$ cat src/rtl/mem_host.sv
// Command host for a 4x1 bit-serial memory: bit-serial write, read,
// and optional write read-back verify, with valid/ready on both sides.
module mem_host #(
  parameter int VERIFY = 1
) (
  input  logic       CLK,
  input  logic       RST,
  input  logic       CMD_VALID,
  output logic       CMD_READY,
  input  logic       CMD_WR,
  input  logic [3:0] CMD_DATA,
  output logic       RSP_VALID,
  input  logic       RSP_READY,
  output logic [3:0] RSP_DATA,
  output logic       RSP_ERR,
  output logic [1:0] ADDR,
  output logic       IN,
  output logic       RW,
  input  logic       OUT
);

  typedef enum logic [2:0] {
    IDLE,
    WRITE,
    READ,
    DRAIN,
    RESP
  } state_t;

  localparam bit Vfy = (VERIFY != 0);

  state_t     state;
  state_t     state_n;
  logic [1:0] idx;
  logic [1:0] idx_n;
  logic       wr;
  logic [3:0] wdata;
  logic [3:0] rd_data;

  always_ff @(posedge CLK) begin
    if (RST) begin
      state   <= IDLE;
      idx     <= 2'd0;
      wr      <= 1'b0;
      wdata   <= 4'd0;
      rd_data <= 4'd0;
    end else begin
      state <= state_n;
      idx   <= idx_n;
      if (state == IDLE && CMD_VALID) begin
        wr    <= CMD_WR;
        wdata <= CMD_DATA;
      end
      // OUT lags ADDR by one cycle, so each READ cycle captures the previous bit
      if (state == READ && idx != 2'd0)
        rd_data[idx - 2'd1] <= OUT;
      if (state == DRAIN)
        rd_data[3] <= OUT;
    end
  end

  always_comb begin
    state_n   = state;
    idx_n     = idx;
    CMD_READY = 1'b0;
    RSP_VALID = 1'b0;
    ADDR      = 2'd0;
    RW        = 1'b0;
    IN        = 1'b0;
    unique case (state)
      IDLE: begin
        CMD_READY = 1'b1;
        if (CMD_VALID) begin
          idx_n   = 2'd0;
          state_n = CMD_WR ? WRITE : READ;
        end
      end
      WRITE: begin
        ADDR  = idx;
        RW    = 1'b1;
        IN    = wdata[idx];
        idx_n = idx + 2'd1;
        if (idx == 2'd3)
          state_n = Vfy ? READ : RESP;
      end
      READ: begin
        ADDR  = idx;
        idx_n = idx + 2'd1;
        if (idx == 2'd3)
          state_n = DRAIN;
      end
      DRAIN: state_n = RESP;
      RESP: begin
        RSP_VALID = 1'b1;
        if (RSP_READY)
          state_n = IDLE;
      end
      default: state_n = IDLE;
    endcase
  end

  assign RSP_DATA = (wr && !Vfy) ? wdata : rd_data;
  assign RSP_ERR  = wr && Vfy && (rd_data != wdata);

endmodule

$ cat config.mk
export PLATFORM = sky130hd
export DESIGN_NAME = mem_host
export DESIGN_NICKNAME = d
export VERILOG_FILES = /design/src/rtl/mem_host.sv
export SDC_FILE = /design/constraint.sdc
export NUM_CORES = 1
export LEC_CHECK = 0
export ABC_CLOCK_PERIOD_IN_PS = 1400
export CAP_MARGIN = 40
export CORE_MARGIN = 2
export CORE_UTILIZATION = 40
export DETAILED_ROUTE_END_ITERATION = 10
export GPL_TIMING_DRIVEN = 0
export PLACE_DENSITY = 0.7
export SLEW_MARGIN = 0
export SYNTH_ARGS = -nofsm -noshare
export SYNTH_HDL_FRONTEND = slang
export SYNTH_SLANG_ARGS = --single-unit
$ cat constraint.sdc
create_clock -name CLK -period 1.4 [get_ports CLK]
set_input_delay 0.21 -clock CLK [delete_from_list [all_inputs] [get_ports CLK]]
set_output_delay 0.21 -clock CLK [all_outputs]
set_load 0.02 [all_outputs]
# Yosys cells after proc, flatten, opt, wreduce, memory -nomap -nowiden
# Index checks and enable logic that the tools add are counted.
# word_totals
ff_bits,14
inputBits,10
out_inout_bits,11
elab_cells,52
# op_classes
addsub,2
magnitude_cmp,3
n_eq_ne,10
mux,20
n_reduce_logical,11
# op_table
op,count
3-bit case mux with 5 select lines,1
3-bit 2-to-1 mux,4
1-bit 2-to-1 mux,7
3-bit by 2-bit == test with 1-bit output (second input constant),2
2-bit by 3-bit < comparator with 1-bit output (second input constant),2
2-bit 2-to-1 mux,3
2-bit inequality test (second input constant),3
2-bit nonzero test,3
4-bit bitwise mux,1
1-bit logical AND,4
4-bit 2-to-1 mux,1
4-bit inequality test,1
2-bit case mux with 2 select lines,1
4-bit AND reduction,1
3-bit by 1-bit == test with 1-bit output (second input constant),1
3-bit == test (second input constant),1
3-bit logical NOT,1
2-bit by 1-bit adder with 2-bit output (second input constant),1
1-bit binary-select mux with 2-bit select,1
1-bit demux with 2-bit select,1
2-bit == test (second input constant),1
2-bit by 1-bit >= comparator with 1-bit output (second input constant),1
2-bit by 1-bit inequality test with 1-bit output (second input constant),1
2-bit AND reduction,1
other kinds (2),2

# Logic depth before layout (Yosys ltp)
# Gate-level depths: netlist of the first run.
# logic_depth
ltp_word,8
depth_mapped,5
ltp_nobuf,5

# Worst setup path after synthesis of the first run
# Ideal clock, no wire load.
# synth_timing
kind,flip-flop to output port
start,reg state[0]
end,out IN
arrival_time_ps,1505
required_ps,1190
slack_ps,-315
stages_incl_launch_ff,5
n_path_buf,2
path_cell_list,dfxtp_1 buf_6 buf_2 nor3b_1 and2_1
# synth_between
elab_chain_cells,2
# synth_rtl
item,line,source
"start, declared",32,state_t state;
"start signal, assigned",48,state <= state_n;
3-bit by 1-bit == test with 1-bit output,70,unique case (state)
1-bit 2-to-1 mux,70,
"end, declared",17,"output logic IN,"
# No other way between the ends.

# Worst setup path after layout of the first run
# layout_timing
start,reg idx[0]
end,out IN
# layout_between
elab_chain_cells,3
# layout_rtl
item,line,source
"start, declared",34,logic [1:0] idx;
"start signal, assigned",49,idx <= idx_n;
1-bit binary-select mux with 2-bit select,81,IN = wdata[idx];
1-bit 2-to-1 mux (not written as such),81,
1-bit 2-to-1 mux,70,
# No other way between the ends. The select of a mux whose other input is x is not followed.

==> qor.yml, run 1 <==
drv_cap: 0
cts_tree: "built"
hp-class: "reg -> reg"
io_buffer_count: 20
syn_avg_cell_area_um2: 9.70
fin_ws_ns: -0.200
use_met3_pct: 5.45
p_int_mw: 0.758
crit_slowest_cell: "mux4_2"
r2r_cells: 7
rsz0062_at_grt: "true"
finClkSkew_ns: 0.00286
slew_headroom_pct: 68.4
setup_viol: 8
num_antenna_cells: 0
crit_fanout: 2
timing.fmax_ghz: 0.625
grt_max_degree: 11
routed_wl_mm: 2.14
grt_pass1_vias: 714
pwr-share-clk_pct: 21.2
cts-root-buf: "clkbuf_4"
violations: "negative setup slack"
yosys_most_used_dff: "dfxtp_1"
worst_ep_arrival_time_ns: 1.39
clk_latency_ns: 0.28
rows: 16
yosys.area.top_type: "dfxtp_1"
path_cells: "mux4_2 > and2_4 > buf_6"
final_cell_count_no_fill: 151
synth_top_area_share_pct: 33.6
holdPathStages: 2
synth_area_leaders: "dfxtp_1 34%, mux2i_1 11%, ha_1 9.0%"
path_class: "reg -> out"
vias_per_cell: 5.07
async_reset_ff_share_pct: 0
hold_viol_final: 0
avgRoutedWirePerCell_um: 14.2
synth_area_um2: 835
hp-start: "RSP_DATA[1]$_SDFFE_PP0P_"
outcome: "complete, but fails checks"
synth.net_count: 102
hpwl_mm: 1.32
drv_slew: 0
multiInputGateArea_um2: 589
p_per_area_nw_per_um2: 782
nNetsFinal: 142
endpoint_kind: "output pin"
grtUsageMet1_pct: 21.2
postSynthCellCount: 86
switching_share_pct: 30.0
seqPwrFrac_pct: 42.0
numCtsBuffers: 3
period_share_pct: 114
cpPeakStageDelay_ns: 0.48
busiest_layer: "met2"
ant_nets: 0
synth_edf_count: 0
post-route-drc-count: 0
critPathLaunchType: "flip-flop"
fillers: 165
gp_congestion: 0.715
drive_above_1_share_pct: 42.7
fp.dieH_um: 49.7
grt_usage_pct: 17.7
preCtsSetupSlack_ns: -0.512
cp.required_ns: 1.19
cts_hold_buf: 0
dp.cells: 133
setup_tns_ns: -0.650
synth_seq_cells: 14
seqCellArea_um2: 302
areaGrowthSynthToFinish_pct: 66.0
crit_path_start: "idx[0]$_SDFFE_PP0P_"
gr-total-overflow: 0
yosysWarnings: 0
fin_area_um2: 1390
yosysSeqAreaShare_pct: 33.6
clkTransAtPathRegs_ns: 0.08
core_area_um2: 1960
synth.distinct_cells: 32
holdWs_ns: 0.508
p_leak_nw: 0.626
worst_slew_pin_slew_ns: 0.474
cts.sinks: 14
p_sw_mw: 0.325
die_w_um: 49.7
via_count: 765
rr_startpoint: "idx[0]$_SDFFE_PP0P_"
dr.first_iter.drc_count: 10
fin_crit_ns: 1.60
comb_power_share_pct: 36.8
synth_common_cells: "14 x dfxtp_1, 9 x mux2i_1, 6 x ha_1, 6 x nor2_1"
die_area_um2: 2470
clockBufferDepth: 2
grtUsageMet2_pct: 29.1
dpl_cell_area_um2: 1090
grt_pass1_wl_mm: 3.31
ios: 21
htree_levels: 1
antenna_found_initial: 0
start_util_pct: 42.5
first_pass_iters: 3
yosysMostFrequentCell: "dfxtp_1"
ir_drop_v: 0.000552
[sequential cells by signal (all words and copies together), names as in the netlist]
| signal | flops |
|---|---|
| state | 3 |
| RSP_DATA | 4 |
| idx | 2 |
| wr | 1 |
| wdata | 4 |
[critical path: cells and delay by family, from the launching register on]
| family | cells | cell delay [ns] |
|---|---|---|
| flip-flops | 1 | 0.36 |
| buffers and inverters | 1 | 0.12 |
| multiplexers | 1 | 0.48 |
| AND/OR/NAND/NOR | 1 | 0.15 |
[stage by stage]
stage	total power, mW	util [%]
3_3_place_gp	0.704	55.4
5_1_grt	1.15	70.6
4_1_cts	0.983	61.0
6_report	1.08	70.6
3_5_place_dp	0.713	55.4
2_1_floorplan	0.623	-
[kinds of logic after synthesis]
family	synth area share (%)
DFF	33.6
muxes	14.8
adders and majority gates	9.00
AOI/OAI and AO/OA	9.00
and+or+nand+nor	22.0
xor gates and xnor gates	5.25
buffers and inverters	6.30
[what timing repair did]
action | CTS | global route
endpoints found under the setup margin | 15 | 16
buffers inserted | 5 | 12
gates resized for setup | 66 | 18
pin swaps | 6 | 7
[cell type report]
cell class / instances / area share [%]
multi-input combinational: 63 / 42.5
timing repair buffer: 37 / 27.2
sequential: 14 / 21.8
buffer: 4 / 3.25
tap: 27 / 2.44
clock buffer: 3 / 1.63
inverter: 3 / 1.17
[power by group through the flow]
stage	Clock [mW]	Sequential, mW	Combinational, mW
final	0.230	0.455	0.399
after global routing	0.263	0.459	0.430
after CTS	0.236	0.452	0.296
after detailed placement	0	0.458	0.255
after global placement	0	0.456	0.248
after floorplan	0	0.451	0.172
[cell usage in the layout (no fill, tap or decap), drive strengths merged]
cell type,instances
mux2,1
and2,1
o41a,1
nand2,3
nand3,2
a31oi,1
clkbuf,4
nor4b,3
and3,2
a21oi,2
clkdlybuf4s50,9
a21o,1
nor3b,1
inv,3
nand3b,1
a211oi,2
ha,6
nor3,3
o21bai,1
buf,27
xor2,5
nor2,6
mux4,1
nor4,1
nand2b,5
o21ai,2
dfxtp,14
o211ai,1
dlygate4sd2,4
nor2b,2
mux2i,9
[final timing paths]
path	endpoint	slack, ns
max	IN	-0.20
max reg2reg	RSP_DATA[3]$_SDFFE_PP0P_	-0.04
min	RSP_DATA[1]$_SDFFE_PP0P_	0.51
min reg2reg	RSP_DATA[1]$_SDFFE_PP0P_	0.51
[routing by layer]
layer / vias up / part of all wire, %
met5: - / 0
met3: 5 / 4.5
li1: 381 / -
met2: 20 / 48
met1: 359 / 45
met4: 0 / 2.1
Power figures use the tool's default switching activity.
==> run 2: changes to the inputs <==
==> config.mk (replaced) <==
export PLATFORM = sky130hd
export DESIGN_NAME = mem_host
export DESIGN_NICKNAME = d
export VERILOG_FILES = /design/src/rtl/mem_host.sv
export SDC_FILE = /design/constraint.sdc
export NUM_CORES = 1
export LEC_CHECK = 0
export ABC_CLOCK_PERIOD_IN_PS = 1770
export CAP_MARGIN = 40
export CORE_MARGIN = 2
export CORE_UTILIZATION = 40
export DETAILED_ROUTE_END_ITERATION = 10
export GPL_TIMING_DRIVEN = 0
export PLACE_DENSITY = 0.67
export SYNTH_ARGS = -nofsm -noshare
export SYNTH_HDL_FRONTEND = slang
export SYNTH_SLANG_ARGS = --single-unit
==> constraint.sdc (replaced) <==
create_clock -name CLK -period 1.77 [get_ports CLK]
set_input_delay 0.2655 -clock CLK [delete_from_list [all_inputs] [get_ports CLK]]
set_output_delay 0.2655 -clock CLK [all_outputs]
set_load 0.02 [all_outputs]
==> qor.yml, run 2 (synthesized netlist as in run 1, its figures left out) <==
outcome: "finished clean"  # was complete, but fails checks
drv_cap: 0  # unchanged
core_area_um2: 1960  # unchanged
rows: 16  # unchanged
die_w_um: 49.7  # unchanged
fillers: 202  # was 165
cts_tree: "built"  # unchanged
wl_met2_um: 858  # was 1.04 mm
setup_tns_ns: 0  # was -0.650 ns
p_per_area_nw_per_um2: 707  # was 782 nW/um2
period_share_pct: 96.5
start_util_pct: 42.5  # unchanged
ir_drop_v: 0.000422  # was 0.000552 V
dr.first_iter.drc_count: 4  # was 10
path_delay_family: "multiplexers"  # unchanged
p_leak_nw: 0.499  # was 0.626 nW
switching_share_pct: 28.4  # was 30.0%
numCtsBuffers: 3  # unchanged
final_cell_count_no_fill: 137  # was 151
fin_crit_ns: 1.71
vias_per_cell: 5.06  # was 5.07
post-route-drc-count: 0  # unchanged
crit_buf_inv: 1  # unchanged
pwr-share-clk_pct: 29.4  # was 21.2%
path_class: "reg -> out"  # unchanged
cp.required_ns: 1.50  # was 1.19 ns
grt_usage_pct: 15.9  # was 17.7%
cts-root-buf: "clkbuf_4"  # unchanged
clkTransAtPathRegs_ns: 0.09  # was 0.08 ns
antenna_found_initial: 0  # unchanged
hold_viol_final: 0  # unchanged
crit_fanout: 5  # was 2
io_buffer_count: 20  # unchanged
via_count: 693  # was 765
routed_wl_mm: 1.78  # was 2.14 mm
num_antenna_cells: 0  # unchanged
post-route-util_pct: 56.3  # was 70.6%
drv_slew: 0  # unchanged
endpoint_kind: "output pin"  # unchanged
clk_latency_ns: 0.27  # was 0.28 ns
multiInputGateArea_um2: 523  # was 589 um2
first_pass_iters: 4  # was 3
gr-total-overflow: 0  # unchanged
gp_congestion: 0.779  # was 0.715
grt_max_degree: 11  # unchanged
crit_slowest_cell: "mux4_2"  # unchanged
clockBufferDepth: 2  # unchanged
ios: 21  # unchanged
comb_power_share_pct: 24.9  # was 36.8%
rsz0062_at_grt: "false"  # was true
setup_viol: 0  # was 8
slew_headroom_pct: 67.8  # was 68.4%
power_mw: 0.781  # was 1.08 mW
cts_hold_buf: 0  # unchanged
dp.cells: 133  # unchanged
htree_levels: 1  # unchanged
seqPwrFrac_pct: 45.8  # was 42.0%
grt_pass1_wl_mm: 3.00  # was 3.31 mm
wl_met1_um: 805  # was 959 um
cpPeakStageDelay_ns: 0.49  # was 0.48 ns
worst_ep_arrival_time_ns: 1.44  # was 1.39 ns
seqCellArea_um2: 284  # was 302 um2
die_area_um2: 2470  # unchanged
worst_slew_pin_slew_ns: 0.481  # was 0.474 ns
wl_met3_um: 97  # was 96 um
layout_common_cells: "13 x dfxtp_1, 13 x clkdlybuf4s50_1, 9 x mux2i_1"  # was 12 x buf_4, 10 x buf_6, 9 x mux2i_1, 9 x clkdlybuf4s50_1, 6 x nor2_1
critPathLaunchType: "flip-flop"  # unchanged
timing.fmax_ghz: 0.586
cts.sinks: 14  # unchanged
p_int_mw: 0.559  # was 0.758 mW
nNetsFinal: 127  # was 142
finClkSkew_ns: 0.000523  # was 0.00286 ns
areaGrowthSynthToFinish_pct: 32.4  # was 66.0%
hp-class: "reg -> reg"  # unchanged
path_cells: "mux4_2 > and2_4 > buf_4"  # was mux4_2 > and2_4 > buf_6
drive_above_1_share_pct: 21.8  # was 42.7%
top_layer_used: "met4"  # unchanged
fp.dieH_um: 49.7  # unchanged
grt_pass1_vias: 680  # was 714
hpwl_mm: 1.27  # was 1.32 mm
avgRoutedWirePerCell_um: 13.0  # was 14.2 um
p_sw_mw: 0.222  # was 0.325 mW
ant_nets: 0  # unchanged
==> run 2: changes by cell type in the layout (fill, tap and decap cells not counted), moves of 4 or more <==
cell	before	now
buf_4	12	4
dfxtp_1	5	13
buf_6	10	2
dfxtp_2	5	0
dlygate4sd2_1	4	0
clkdlybuf4s50_1	9	13
clkbuf_2	0	5
==> run 2: power groups by stage <==
| stage | sequential [mW] | combinational (mW) | clock, mW |
|---|---|---|---|
| after detailed placement | 0.362 | 0.194 | 0 |
| after global placement | 0.362 | 0.192 | 0 |
| after global routing | 0.361 | 0.213 | 0.262 |
| final | 0.357 | 0.194 | 0.229 |
| after floorplan | 0.357 | 0.131 | 0 |
| after CTS | 0.356 | 0.191 | 0.238 |
==> run 2: worst min-delay path, stage by stage (launching register included) <==
cell	delay (ns)
dfxtp_1	0.34
nand2b_1	0.07
mux2i_1	0.06
==> run 2: per-stage QoR <==
stage | hold slack, ns | setup slack [ns] | area, um2
2_1_floorplan | 0.413 | 0.247 | 840
3_3_place_gp | 0.490 | -0.212 | 1070
3_5_place_dp | 0.490 | -0.200 | 1070
4_1_cts | 0.517 | 0.000887 | 1110
5_1_grt | 0.545 | 0.0124 | 1100
6_report | 0.513 | 0.0628 | 1100
==> run 2: cell type report <==
class	instances	share of cell area, %
timing repair buffer	21	15.9
sequential	14	25.7
multi-input combinational	63	47.3
buffer	5	3.74
tap	27	3.06
clock buffer	4	3.28
inverter	3	1.02
==> run 2: path summary, 6_finish.rpt <==
check / start / end / slack [ns] / depth (start not counted)
min reg2reg: RSP_DATA[3]$_SDFFE_PP0P_ / RSP_DATA[3]$_SDFFE_PP0P_ / 0.51 / 2
max reg2reg: idx[1]$_SDFFE_PP0P_ / RSP_DATA[1]$_SDFFE_PP0P_ / 0.23 / 5
min: RSP_DATA[3]$_SDFFE_PP0P_ / RSP_DATA[3]$_SDFFE_PP0P_ / 0.51 / 2
max: idx[0]$_SDFFE_PP0P_ / IN / 0.06 / 3
==> run 2: timing repair <==
| item | CTS | global route |
|---|---|---|
| gates resized for setup | 18 | 17 |
| setup buffers | 0 | 1 |
| endpoints found under the setup margin | 10 | 10 |
| pin swaps | 0 | 1 |
==> run 2: metal layers <==
metal | vias to the layer above | global-route usage (%)
li1 | 347 | -
met1 | 325 | 20.2
met2 | 19 | 25.1
met3 | 2 | 4.55
met4 | 0 | 6.94
met5 | - | 0
==> run 3: changes to the inputs <==
--- a/config.mk
+++ b/config.mk
@@ -7,11 +7,11 @@
 export LEC_CHECK = 0
 export ABC_CLOCK_PERIOD_IN_PS = 1770
 export CAP_MARGIN = 40
-export CORE_MARGIN = 2
 export CORE_UTILIZATION = 40
 export DETAILED_ROUTE_END_ITERATION = 10
 export GPL_TIMING_DRIVEN = 0
 export PLACE_DENSITY = 0.67
+export SKIP_CTS_REPAIR_TIMING = 1
 export SYNTH_ARGS = -nofsm -noshare
 export SYNTH_HDL_FRONTEND = slang
 export SYNTH_SLANG_ARGS = --single-unit
==> qor.yml, run 3 (synthesized netlist as in run 1, its figures left out) <==
outcome: "finished clean"  # unchanged
grt_pass1_vias: 623  # was 680
drv_cap: 0  # unchanged
ios: 21  # unchanged
path_class: "reg -> out"  # unchanged
cp.required_ns: 1.50  # about the same
p_leak_nw: 0.560  # was 0.499 nW
ant_nets: 0  # unchanged
die_w_um: 47.7  # was 49.7 um
p_sw_mw: 0.208  # was 0.222 mW
num_antenna_cells: 0  # unchanged
period_share_pct: 98.1  # was 96.5%
finClkSkew_ns: 0.00321  # was 0.000523 ns
via_count: 673  # was 693
crit_path_start: "idx[0]$_SDFFE_PP0P_"  # unchanged
antenna_found_initial: 0  # unchanged
clk_latency_ns: 0.27  # about the same
cts_tree: "built"  # unchanged
endpoint_kind: "output pin"  # unchanged
critPathLaunchType: "flip-flop"  # unchanged
fp.dieH_um: 47.7  # was 49.7 um
grt_usage_pct: 17.1  # was 15.9%
drive_above_1_share_pct: 15.6  # was 21.8%
post-route-drc-count: 0  # unchanged
cts-root-buf: "clkbuf_4"  # unchanged
io_buffer_count: 20  # unchanged
layout_common_cells: "13 x dfxtp_1, 13 x clkdlybuf4s50_1, 9 x mux2i_1"  # unchanged
routed_wl_mm: 1.63  # was 1.78 mm
rows: 16  # unchanged
areaGrowthSynthToFinish_pct: 33.7  # was 32.4%
p_int_mw: 0.515  # was 0.559 mW
post-route-util_pct: 56.9  # was 56.3%
drv_slew: 0  # unchanged
vias_per_cell: 4.95  # was 5.06
rr_startpoint: "idx[1]$_SDFFE_PP0P_"  # unchanged
die_area_um2: 2270  # was 2470 um2
pwr-share-clk_pct: 23.7  # was 29.4%
htree_levels: 1  # unchanged
rsz0062_at_grt: "true"  # was false
crit_fanout: 7  # was 5
clockBufferDepth: 2  # unchanged
p_per_area_nw_per_um2: 647  # was 707 nW/um2
numCtsBuffers: 3  # unchanged
fin_crit_ns: 1.74  # was 1.71 ns
worst_ep_arrival_time_ns: 1.47  # was 1.44 ns
setup_tns_ns: 0  # unchanged
slew_headroom_pct: 67.6  # was 67.8%
hp-class: "reg -> reg"  # unchanged
worst_slew_pin_slew_ns: 0.484  # was 0.481 ns
first_pass_iters: 4  # unchanged
hold_viol_final: 0  # unchanged
grt_pass1_wl_mm: 2.64  # was 3.00 mm
timing.fmax_ghz: 0.576  # was 0.586 GHz
comb_power_share_pct: 27.1  # was 24.9%
dr.first_iter.drc_count: 5  # was 4
gp_congestion: 0.809  # was 0.779
gr-total-overflow: 0  # unchanged
nNetsFinal: 127  # unchanged
setup_viol: 0  # unchanged
hp-start: "RSP_DATA[3]$_SDFFE_PP0P_"  # unchanged
start_util_pct: 42.5  # unchanged
fillers: 206  # was 202
cts.sinks: 14  # unchanged
core_area_um2: 1960  # unchanged
seqCellArea_um2: 284  # unchanged
seqPwrFrac_pct: 49.2  # was 45.8%
switching_share_pct: 28.7  # was 28.4%
clkTransAtPathRegs_ns: 0.08  # was 0.09 ns
ir_drop_v: 0.000382  # was 0.000422 V
avgRoutedWirePerCell_um: 12.0  # was 13.0 um
hpwl_mm: 1.24  # was 1.27 mm
grt_max_degree: 11  # unchanged
multiInputGateArea_um2: 520  # was 523 um2
==> run 3: worst max-delay path: stages (launching register included) <==
cell	delay (ns)
dfxtp_4	0.40
mux4_2	0.49
and2_1	0.16
buf_2	0.15
==> run 3: metal layers <==
metal,vias to the layer above,part of all wire (%),global-route usage [%]
met5,-,0,0
li1,346,-,-
met4,0,0.74,8.33
met2,18,48,26.8
met1,307,45,21.3
met3,2,5.9,5.28
==> run 3: power groups by stage <==
stage	clock network (mW)	logic, mW	registers (mW)
floorplan	0	0.131	0.357
global placement	0	0.192	0.362
detailed placement	0	0.195	0.362
CTS	0.181	0.196	0.354
global route	0.200	0.216	0.358
finish	0.171	0.196	0.355
==> run 3: final cells by class <==
class                           instances  share of cell area [%]
Tap cell                               27                    3.03
Timing Repair Buffer                   20                    18.2
Buffer                                  6                    3.70
Clock buffer                            3                    2.02
Inverter                                3                    1.01
Sequential cell                        14                    25.4
Multi-Input combinational cell         63                    46.6
==> run 3: final timing paths <==
check                                                 to  slack, ns  cells after the start
worst max-delay path                                  IN       0.03                      3
worst min-delay path            RSP_DATA[3]$_SDFFE_PP0P_       0.52                      2
worst max register to register  RSP_DATA[2]$_SDFFE_PP0P_       0.28                      5
worst min register to register  RSP_DATA[3]$_SDFFE_PP0P_       0.52                      2
==> run 3: stage by stage <==
stage	power, mW	setup slack (ns)	hold WS, ns	std cells	area, um2
after global routing	0.774	-0.0194	0.539	136	1120
after global placement	0.553	-0.209	0.491	133	1070
final	0.722	0.0339	0.522	136	1120
after detailed placement	0.557	-0.192	0.512	133	1070
after CTS	0.731	-0.502	0.529	136	1100
after floorplan	0.487	0.247	0.413	86	840
